==> src/rtl/fifo_stream_reader.sv <==
// fifo_stream_reader
//   Read-side adapter for the single-clock banked FIFO. It issues fifo_rd_en
//   and captures fifo_dout one cycle later into a 2-entry head/tail buffer. The
//   data is presented as a first-word-fall-through valid/ready stream at up to
//   one beat per cycle.
//
//   Optional feature macro: FIFO_RD_BEAT_CNT_EN. When it is defined, the
//   beat_cnt port and its counter are present.
//
// Ports
//   clk, rst_n   clock, asynchronous active-low reset
//   flush        synchronous clear of buffer and in-flight read
//   fifo_empty   FIFO empty flag
//   fifo_dout    FIFO read data, valid the cycle after an accepted fifo_rd_en
//   fifo_rd_en   read request to the FIFO
//   m_valid      stream valid (buffer non-empty)
//   m_ready      stream consumer ready
//   m_data       stream data, head of the buffer
//   buf_cnt      buffer occupancy 0..2
//   beat_cnt     accepted-beat count, wraps (FIFO_RD_BEAT_CNT_EN only)
//
// state   | meaning
// S_EMPTY | buffer holds no word
// S_ONE   | head holds the next word
// S_TWO   | head and tail both hold words, head is older
module fifo_stream_reader #(
  parameter int DW    = 16,
  parameter int CNT_W = 16
) (
  input  logic             clk,
  input  logic             rst_n,
  input  logic             flush,
  input  logic             fifo_empty,
  input  logic [DW-1:0]    fifo_dout,
  output logic             fifo_rd_en,
  output logic             m_valid,
  input  logic             m_ready,
  output logic [DW-1:0]    m_data,
  output logic [1:0]       buf_cnt
`ifdef FIFO_RD_BEAT_CNT_EN
  ,
  output logic [CNT_W-1:0] beat_cnt
`endif
);

  typedef enum logic [1:0] {
    S_EMPTY = 2'd0,
    S_ONE   = 2'd1,
    S_TWO   = 2'd2
  } state_t;

  state_t          state_q, state_d;
  logic [DW-1:0]   head_q, head_d;
  logic [DW-1:0]   tail_q, tail_d;
  logic            rd_pend_q, rd_pend_d;
  logic            pop;
  logic [2:0]      occ_after;

  assign m_valid = (state_q != S_EMPTY);
  assign m_data  = head_q;
  assign buf_cnt = state_q;

  // A new read is allowed only if, after this cycle's pop, the buffer plus the
  // word already in flight leaves room for one more word. This keeps
  // buf_cnt + rd_pend <= 2, so an arrival can never meet a full buffer.
  always_comb begin
    pop        = m_valid & m_ready;
    occ_after  = {1'b0, buf_cnt} + {2'b00, rd_pend_q} - {2'b00, pop};
    fifo_rd_en = ~flush & ~fifo_empty & (occ_after <= 3'd1);
  end

  always_comb begin
    state_d   = state_q;
    head_d    = head_q;
    tail_d    = tail_q;
    rd_pend_d = fifo_rd_en;
    if (flush) begin
      // The word still in flight is dropped because rd_pend clears with it.
      state_d = S_EMPTY;
    end else begin
      case (state_q)
        S_EMPTY: begin
          if (rd_pend_q) begin
            head_d  = fifo_dout;
            state_d = S_ONE;
          end
        end
        S_ONE: begin
          case ({rd_pend_q, pop})
            2'b10: begin
              tail_d  = fifo_dout;
              state_d = S_TWO;
            end
            2'b01: state_d = S_EMPTY;
            2'b11: head_d = fifo_dout;
            default: ;
          endcase
        end
        S_TWO: begin
          if (pop) begin
            head_d  = tail_q;
            state_d = S_ONE;
          end
        end
        default: state_d = S_EMPTY;
      endcase
    end
  end

  always_ff @(posedge clk or negedge rst_n) begin
    if (!rst_n) begin
      state_q   <= S_EMPTY;
      head_q    <= '0;
      tail_q    <= '0;
      rd_pend_q <= 1'b0;
    end else begin
      state_q   <= state_d;
      head_q    <= head_d;
      tail_q    <= tail_d;
      rd_pend_q <= rd_pend_d;
    end
  end

`ifdef FIFO_RD_BEAT_CNT_EN
  logic [CNT_W-1:0] beat_cnt_q, beat_cnt_d;

  // Counts every consumed beat, including one popped in a flush cycle.
  always_comb begin
    beat_cnt_d = beat_cnt_q + CNT_W'(pop);
  end

  always_ff @(posedge clk or negedge rst_n) begin
    if (!rst_n) begin
      beat_cnt_q <= '0;
    end else begin
      beat_cnt_q <= beat_cnt_d;
    end
  end

  assign beat_cnt = beat_cnt_q;
`endif

endmodule

==> config.mk <==
export PLATFORM = sky130hd
export DESIGN_NAME = fifo_stream_reader
export DESIGN_NICKNAME = d
export VERILOG_FILES = /design/src/rtl/fifo_stream_reader.sv
export SDC_FILE = /design/constraint.sdc
export NUM_CORES = 1
export LEC_CHECK = 0
export CAP_MARGIN = 10
export CORE_ASPECT_RATIO = 1.5
export CORE_UTILIZATION = 40
export CTS_CLUSTER_DIAMETER = 200
export DETAILED_ROUTE_END_ITERATION = 8
export GPL_ROUTABILITY_DRIVEN = 0
export PLACE_DENSITY_LB_ADDON = 0.05
export REMOVE_ABC_BUFFERS = 1
export SLEW_MARGIN = 20
export SYNTH_ARGS = -nofsm -noshare
export SYNTH_HDL_FRONTEND = slang
export SYNTH_SLANG_ARGS = --single-unit
==> constraint.sdc <==
create_clock -name clk -period 3.5 [get_ports clk]
set_clock_uncertainty 0.1 [all_clocks]
set_input_delay 1.05 -clock clk [delete_from_list [all_inputs] [get_ports clk]]
set_output_delay 1.05 -clock clk [all_outputs]
set_load 0.01 [all_outputs]
Word level (Yosys, flattened, before mapping)
Cells that the tools add are included.

storage, ports and cells
  flip-flop bits (word level) = 35
  word-level logic and storage cells = 38

cells by class
  add/sub/neg operators = 2
  order comparisons = 1
  eq/ne operators = 11
  mux-type cells = 9
  bitwise gates (word level) = 5
  reduce and logical (&&, ||, !) cells = 6

operators with widths
  operator                                                        count
  two-way mux 16 bit                                              3
  case mux 16 bit (3 select lines)                                1
  == test 2 bit, second input constant                            3
  two-way mux 2 bit                                               3
  != test 3 bit, second input constant                            2
  case mux 2 bit (3 select lines)                                 1
  AND reduction 3 bit                                             2
  AND reduction 5 bit                                             1
  == test 2 x 1 -> 1 bit, second input constant                   2
  != test 2 bit, second input constant                            2
  != test 4 x 3 -> 1 bit, second input constant                   1
  case mux 2 bit (2 select lines)                                 1
  adder 2 x 1 -> 3 bit                                            1
  bitwise AND 1 bit                                               3
  less-or-equal comparator 3 x 1 -> 1 bit, second input constant  1
  nonzero test 3 bit                                              1
  subtractor 3 x 1 -> 3 bit                                       1
  zero test 2 bit                                                 1
  != test 2 x 1 -> 1 bit, second input constant                   1
  NOT 1 bit                                                       2
  nonzero test 2 bit                                              1

Depth between registers and ports, before layout
Gate-level depths: netlist of run 1.

  depth in word-level cells = 6
  mapped depth = 9

Least setup slack after synthesis of run 1
No wires, ideal clock.

  path type = input to output
  start = in m_ready
  end = out fifo_rd_en
  data arrival time = 2589 ps
  slack = -239 ps
  stages on the path = 8
  path buffers = 0
  cells stage by stage = nand2_1 ha_1 inv_1 ha_1 inv_1 fa_1 xor2_1 nor4b_1

between the ends
  cells in the longest elaborated chain, start to end = 4

RTL lines
  element                                  line  RTL
  start: declaration                       37    input logic m_ready,
  bitwise AND 1 bit                        67    pop = m_valid & m_ready;
  subtractor 3 x 1 -> 3 bit                68    occ_after = {1'b0, buf_cnt} + {2'b00, rd_pend_q} - {2'b00, pop};
  less-or-equal comparator 3 x 1 -> 1 bit  69    fifo_rd_en = ~flush & ~fifo_empty & (occ_after <= 3'd1);
  bitwise AND 1 bit                        69
  end: declaration                         35    output logic fifo_rd_en,

No other way between the ends.

Worst setup path after layout of run 1
Ends and elaborated chain as after synthesis.

==> results of run 1 <==
==> registers in the layout (all words and copies together), names as in the netlist <==
name,flops
m_data,16
rd_pend_q,1
buf_cnt,2
tail_q,16
==> power by group through the flow <==
stage          clock (W)  sequential [W]  combinational [W]
6_report        0.000325        0.000575           0.000386
5_1_grt         0.000348        0.000587           0.000417
4_1_cts         0.000334        0.000575           0.000389
3_5_place_dp           0        0.000581           0.000376
3_3_place_gp           0        0.000574           0.000368
2_1_floorplan          0        0.000601           0.000153
==> final timing paths <==
| check | start | end | slack (ns) | cells past startpoint |
|---|---|---|---|---|
| worst max-delay path | m_ready | fifo_rd_en | -0.21 | 10 |
| worst min-delay path | tail_q[13]$_DFFE_PN0P_ | tail_q[13]$_DFFE_PN0P_ | 0.41 | 1 |
| worst max register to register | buf_cnt[1]$_DFFE_PN0P_ | m_data[12]$_DFFE_PN0P_ | 1.21 | 7 |
| worst min register to register | tail_q[13]$_DFFE_PN0P_ | tail_q[13]$_DFFE_PN0P_ | 0.41 | 1 |
| max in group asynchronous | rst_n | tail_q[6]$_DFFE_PN0P_ | 2.03 | 1 |
| min in group asynchronous | rst_n | tail_q[2]$_DFFE_PN0P_ | 0.74 | 1 |
==> repair_timing <==
action / in CTS / in global routing
setup endpoints to repair: 1 / 1
buffers inserted: 6 / 0
gates resized for setup: 20 / 3
hold buffers: 0 / 0
gates cloned: 0 / 0
pin swaps: 5 / 5
==> area by class of cell <==
class                   instances  share of cell area
clock buffers                   8              0.0426
inverters                       5             0.00906
multi-input cells              69               0.333
flip-flops and latches         35               0.373
well taps                      45              0.0240
repair buffers                 55               0.218
==> worst register-to-register path: stages, from the launching register on <==
cell	delay, ns
dfrtp_1	0.38
buf_4	0.17
and2b_1	0.16
buf_4	0.21
a21oi_1	0.17
o32a_1	0.39
buf_4	0.25
mux2_2	0.34
==> layer usage <==
metal / global-route usage / share of wire / up-vias
li1: - / - / 510
met1: 0.208 / 0.42 / 575
met2: 0.305 / 0.51 / 28
met3: 0.0543 / 0.054 / 5
met4: 0.0872 / 0.018 / 0
met5: 0 / 0 / -
==> kinds of logic after synthesis <==
family                     Yosys count  synth area share
AOI/OAI and AO/OA                    7            0.0263
muxes                               48             0.347
adders and majority gates            3            0.0270
and+or+nand+nor                     10            0.0330
DFF                                 35             0.525
xor gates and xnor gates             1           0.00525
buffers and inverters               10            0.0368
==> placed cells by master (no fill, tap or decap), types with 2 or more instances in the layout <==
cell type | synthesis | final
a21oi_1 | 4 | 4
buf_2 | 1 | 2
buf_4 | 0 | 14
clkbuf_8 | 0 | 7
clkdlybuf4s50_1 | 0 | 37
dfrtp_1 | 35 | 35
ha_4 | 0 | 2
inv_1 | 5 | 3
mux2_2 | 38 | 38
mux2_4 | 10 | 10
nand2_1 | 3 | 2
==> stage by stage <==
| step | setup slack [ns] | hold slack (ns) | setup TNS [ns] |
|---|---|---|---|
| after global placement | -1.16 | 0.383 | -1.16 |
| after detailed placement | -1.21 | 0.393 | -1.21 |
| after global routing | -0.293 | 0.426 | -0.293 |
| after CTS | -0.290 | 0.410 | -0.290 |
| after floorplan | -0.239 | 0.375 | -0.239 |
| final | -0.212 | 0.406 | -0.212 |
==> summary.md, run 1 <==
| Metric | Value |
|---|---|
| Status | finished, violations left |
| Failing checks | setup timing |
| Mapped Cells | between 100 and 150 |
| Setup ws final | -0.212 ns |
| Startpoint Class | input pin |
| Worst slew pin tran | just over 0.8 ns |
| Min-Delay Path Class | flop to flop |
| Rel. slew slack | 0.461 |
| Vias per cell | a little over 5 |
| Area Overhead vs Synth | 40.7% |
| Tcrit/Tclk final | 1.06 |
| Most frequent CP cell | ha_4 |
| First DRT Iteration DRCs | 26 |
| Initial Util | 0.421 |
| Final Critical Period | 3.71 ns |
| Largest net degree at the start of global routing | 36 |
| Share of cells above drive strength 1 | 0.483 |
| Placed Cells | around 210 |
| CP Max Fanout | 2 |
| Post-Layout Cell Count | approximately 220 |
| Die H | about 80 um |
| DR DRC count | 0 |
| Worst stage delay on the critical path | around 0.34 ns |
| Syn. warnings | 0 |
| H-tree Lvls | 2 |
| Post-synth ARST share | 1.00 |
| EDFF count, synth | 0 |
| CORE AREA | just under 4000 um2 |
| Worst EP arrival | 2.56 ns |
| Max Cap Viol | 0 |
| Final count of hold timing violations | 0 |
| DRT Pass-1 Iters | 4 |
| Area leader, netlist | dfrtp_1 |
| Most frequent cells after synthesis | 38 x mux2_2, 35 x dfrtp_1, 10 x mux2_4 |
| GRT Overall Usage | 0.184 |
| Number of global-route vias before repair | approximately 1300 |
| PD cells | around 550 nW/um2 |
| Fmax | ~270 MHz |
| Int Pwr | around 0.00096 W |
| Fin area | ~2300 um2 |
| Die footprint | approximately 4400 um2 |
| # port buffers | 40 |
| Crit path max-delay family | adder cells |
| Reg area | between 800 and 900 um2 |
| Rows | 28 |
| RSZ-0062 raised after global routing | true |
| Clock share of power | 0.253 |
| Clock Path Buffers | 2 |
| Crit path cell chain | buf_8 > nand2_4 > ha_4 > inv_4 > ha_4 > inv_2 > fa_2 > xor2_2 > nor4b_2 > buf_2 |
| Yosys top cell area share | 0.525 |
| Post-synthesis cell area | 1670 um2 |
| Register bit total from synthesis | 35 |
| Synth top area cells | dfrtp_1 53%, mux2_2 26%, mux2_4 9.0%, buf_6 2.0%, ha_1 1.5% |
| Drt wl/cell | around 16 um |
| Clk pin slew, worst setup/hold paths | 0.06 ns |
| First-pass GRT wire length | 5.71 mm |
| Post-detail-place hpwl | 2.34 mm |
| Reg power frac | 0.448 |
| Gate power share | 0.300 |
| Final Util | 0.593 |
| Die width | approximately 55 um |
| Prevailing post-synth register cell | dfrtp_1 |
| Critical Path Slowest Stage Cell | fa_2 |
| Filler cells | between 300 and 400 |
| Vias post-DR | approximately 1100 |
| Avg Synthesized Cell Area | 14.6 um2 |
| ANT nets after route | 0 |
| Most common cell in the netlist | mux2_2 |
| Cts bufs inserted | 5 |
| Synth cell types | 21 |
| I/O pin count | 41 |
| Net Sw Frac | 0.256 |
| Gr ovfl total | 0 |
| Leak pwr | about 1.1 nW |
| CP Buf/Inv Count | 4 |
| Sink Count | 35 |
| Final Power | 0.00129 W |
| Element type at the critical path end | output pin |
| Critical path class | input pin to output pin |
| Drt total wl | approximately 3.5 mm |
| Sequential area share after synthesis | 0.525 |
| Root buffer cell | clkbuf_8 |
| Placed Area | between 2000 and 2500 um2 |
| Layout Nets | 195 |
| Switching power | around 0.00033 W |
| Multi-input gate area in the final layout | about 780 um2 |
| CP required | between 2 and 2.5 ns |
| Later-pin clock latency in the skew report | 0.29 ns |
| N_diodes | 0 |
| Initial antenna violation count | 0 |
| Setup-failing EPs final | 1 |
| Max Slew Vio Count | 0 |
| CTS tree | done |
| Peak VDD IR | approximately 370 uV |
(Power assumes the default switching activity.)
==> run 2, diff against run 1 <==
--- a/config.mk
+++ b/config.mk
@@ -7,7 +7,7 @@
 export LEC_CHECK = 0
 export CAP_MARGIN = 10
 export CORE_ASPECT_RATIO = 1.5
-export CORE_UTILIZATION = 40
+export CORE_UTILIZATION = 30
 export CTS_CLUSTER_DIAMETER = 200
 export DETAILED_ROUTE_END_ITERATION = 8
 export GPL_ROUTABILITY_DRIVEN = 0
==> run 2 against run 1 <==
  * The flow still finishes with violations (setup timing)
  * Clock power up 14%
  * Die area up 32%
  * Register-to-register slack worse by 0.62 ns
  * Critical path depth unchanged
  * Flip-flop and latch count unchanged
  * Critical endpoint unchanged
  * Highest routed layer unchanged
==> summary.md, run 2 (synthesis results as in run 1) <==
| Metric | Value |
|---|---|
| Worst EP arrival | 2.54 ns (-0.02 ns) |
| Setup ws final | -0.189 ns (+0.0237 ns) |
| Most frequent cells in the layout | 38 x mux2_2, 37 x clkdlybuf4s50_1, 35 x dfrtp_1 |
| Peak VDD IR | 314 uV (-15%) |
| Most common cell after layout, fill and taps aside | mux2_2 |
| Hold Buf Count CTS | 0 (unchanged) |
| CORE AREA | 5250 um2 (+32%) |
| Final Critical Period | 3.69 ns (-0.0237 ns) |
| GRT Overall Usage | 0.131 (-0.0533) |
| Drt total wl | 3.46 mm (-0.69%) |
| CP Max Fanout | 2 (unchanged) |
| Final Util | 0.462 (-0.131) |
| Rel. slew slack | 0.479 (+0.0183) |
| CP required | 2.35 ns (about the same) |
| # port buffers | 40 (unchanged) |
| H-tree Lvls | 2 (unchanged) |
| Clk pin slew, worst setup/hold paths | 0.07 ns (about the same) |
| First-pass GRT wire length | 5.85 mm (+2.4%) |
| CTS tree | done |
| Clock Path Buffers | 2 (unchanged) |
| Max Slew Vio Count | 0 (unchanged) |
| Share of cells above drive strength 1 | 0.503 (+0.0203) |
| Status | finished, violations left |
| Post-detail-place hpwl | 2.31 mm (-1.3%) |
| Fmax | 271 MHz (+0.64%) |
| Startpoint Class | input pin |
| I/O pin count | 41 (unchanged) |
| Vias post-DR | 1131 (+1.2%) |
| Initial antenna violation count | 0 (unchanged) |
| Die width | 62.9 um (+15%) |
| Root buffer cell | clkbuf_8 |
| Setup-failing EPs final | 1 (unchanged) |
| Die H | 93.3 um (+15%) |
| Rows | 32 (+14%) |
| DR DRC count | 0 (unchanged) |
| Worst slew pin tran | 0.782 ns (-0.0275 ns) |
| Cts bufs inserted | 5 (unchanged) |
| First DRT Iteration DRCs | 35 (+35%) |
| N_diodes | 0 (unchanged) |
| Setup TNS | -0.189 ns (+0.0237 ns) |
| PD cells | 552 nW/um2 (+0.76%) |
| Final Power | 0.00134 W (+3.9%) |
| Later-pin clock latency in the skew report | 0.28 ns (about the same) |
| Area Overhead vs Synth | 45.2% |
| Tcrit/Tclk final | 1.05 (-0.00677) |
| Element type at the critical path end | output pin |
| Layout Nets | 200 (+2.6%) |
| Die footprint | 5870 um2 (+32%) |
| Max Cap Viol | 0 (unchanged) |
| Sink Count | 35 (unchanged) |
| RSZ-0062 raised after global routing | true |
| Gr ovfl total | 0 (unchanged) |
| Critical path class | input pin to output pin |
| Post-Layout Cell Count | 245 (+13%) |
| Leak pwr | 1.10 nW (+3.1%) |
| Drt wl/cell | 14.1 um (-12%) |
| Number of global-route vias before repair | 1215 (-3.5%) |
| Failing checks | setup timing |
| Initial Util | 0.318 (-0.103) |
| Largest net degree at the start of global routing | 36 (unchanged) |
| Placed Cells | 227 (+11%) |
| ANT nets after route | 0 (unchanged) |
| DRT Pass-1 Iters | 2 (-2) |
| Final count of hold timing violations | 0 (unchanged) |
| Vias per cell | 4.62 (-10%) |
| Min-Delay Path Class | flop to flop |
==> run 2: changes by cell type in the layout (fill, tap and decap cells not counted) <==
cell,previous run,this run
clkbuf_8,7,6
buf_8,1,0
inv_2,1,2
clkinv_2,0,1
clkbuf_1,1,0
inv_4,1,0
buf_4,14,20
bufinv_16,0,1
==> run 2: repair_timing <==
item | CTS | global route
pin swaps | 5 | 5
setup endpoints to repair | 1 | 1
resized for setup | 18 | 1
endpoints found under the hold margin | 0 | 0
buffers inserted | 9 | 1
==> run 2: per-layer routing <==
metal,global-route usage,routed length (um),vias to the layer above
met4,0.0620,60,0
met3,0.0390,167,6
met5,0,0,-
li1,-,-,524
met1,0.164,1500,568
met2,0.204,1730,33
==> run 2: worst paths after layout <==
check / slack [ns] / to / cells after the start / start
hold reg to reg: 0.40 / tail_q[3]$_DFFE_PN0P_ / 1 / tail_q[3]$_DFFE_PN0P_
setup reg to reg: 0.59 / rd_pend_q$_DFF_PN0_ / 17 / buf_cnt[0]$_DFFE_PN0P_
hold / removal: 0.40 / tail_q[3]$_DFFE_PN0P_ / 1 / tail_q[3]$_DFFE_PN0P_
min in group asynchronous: 0.75 / m_data[1]$_DFFE_PN0P_ / 1 / rst_n
max in group asynchronous: 2.06 / tail_q[0]$_DFFE_PN0P_ / 1 / rst_n
setup / recovery: -0.19 / fifo_rd_en / 10 / m_ready
==> run 2: metrics by stage <==
stage	worst slack (ns)	hold slack [ns]	instance area (um2)
after global placement	-1.15	0.383	2180
after floorplan	-0.239	0.375	1630
after global routing	-0.257	0.433	2420
final	-0.189	0.403	2420
after detailed placement	-1.29	0.392	2180
after CTS	-0.273	0.408	2410
==> run 2: layout make-up <==
cell class / instances / area, um2
clock inverters: 2 / 35.0
clock buffers: 6 / 82.6
well taps: 68 / 85.1
inverters: 5 / 18.8
flip-flops and latches: 35 / 876
fillers: 505 / 2820
repair buffers: 60 / 542
multi-input cells: 69 / 782
==> run 2: power breakdown <==
part           internal (W)  switching [W]
Sequential         0.000517      0.0000573
Clock              0.000230       0.000142
Combinational      0.000264       0.000125
==> run 2: critical path, stage by stage <==
cell and delay (ns):
buf_6 0.10, nand2_4 0.06, ha_4 0.19, inv_2 0.06, ha_4 0.12, inv_2 0.03, fa_2 0.35, xor2_2 0.16
nor4b_2 0.25, buf_2 0.18
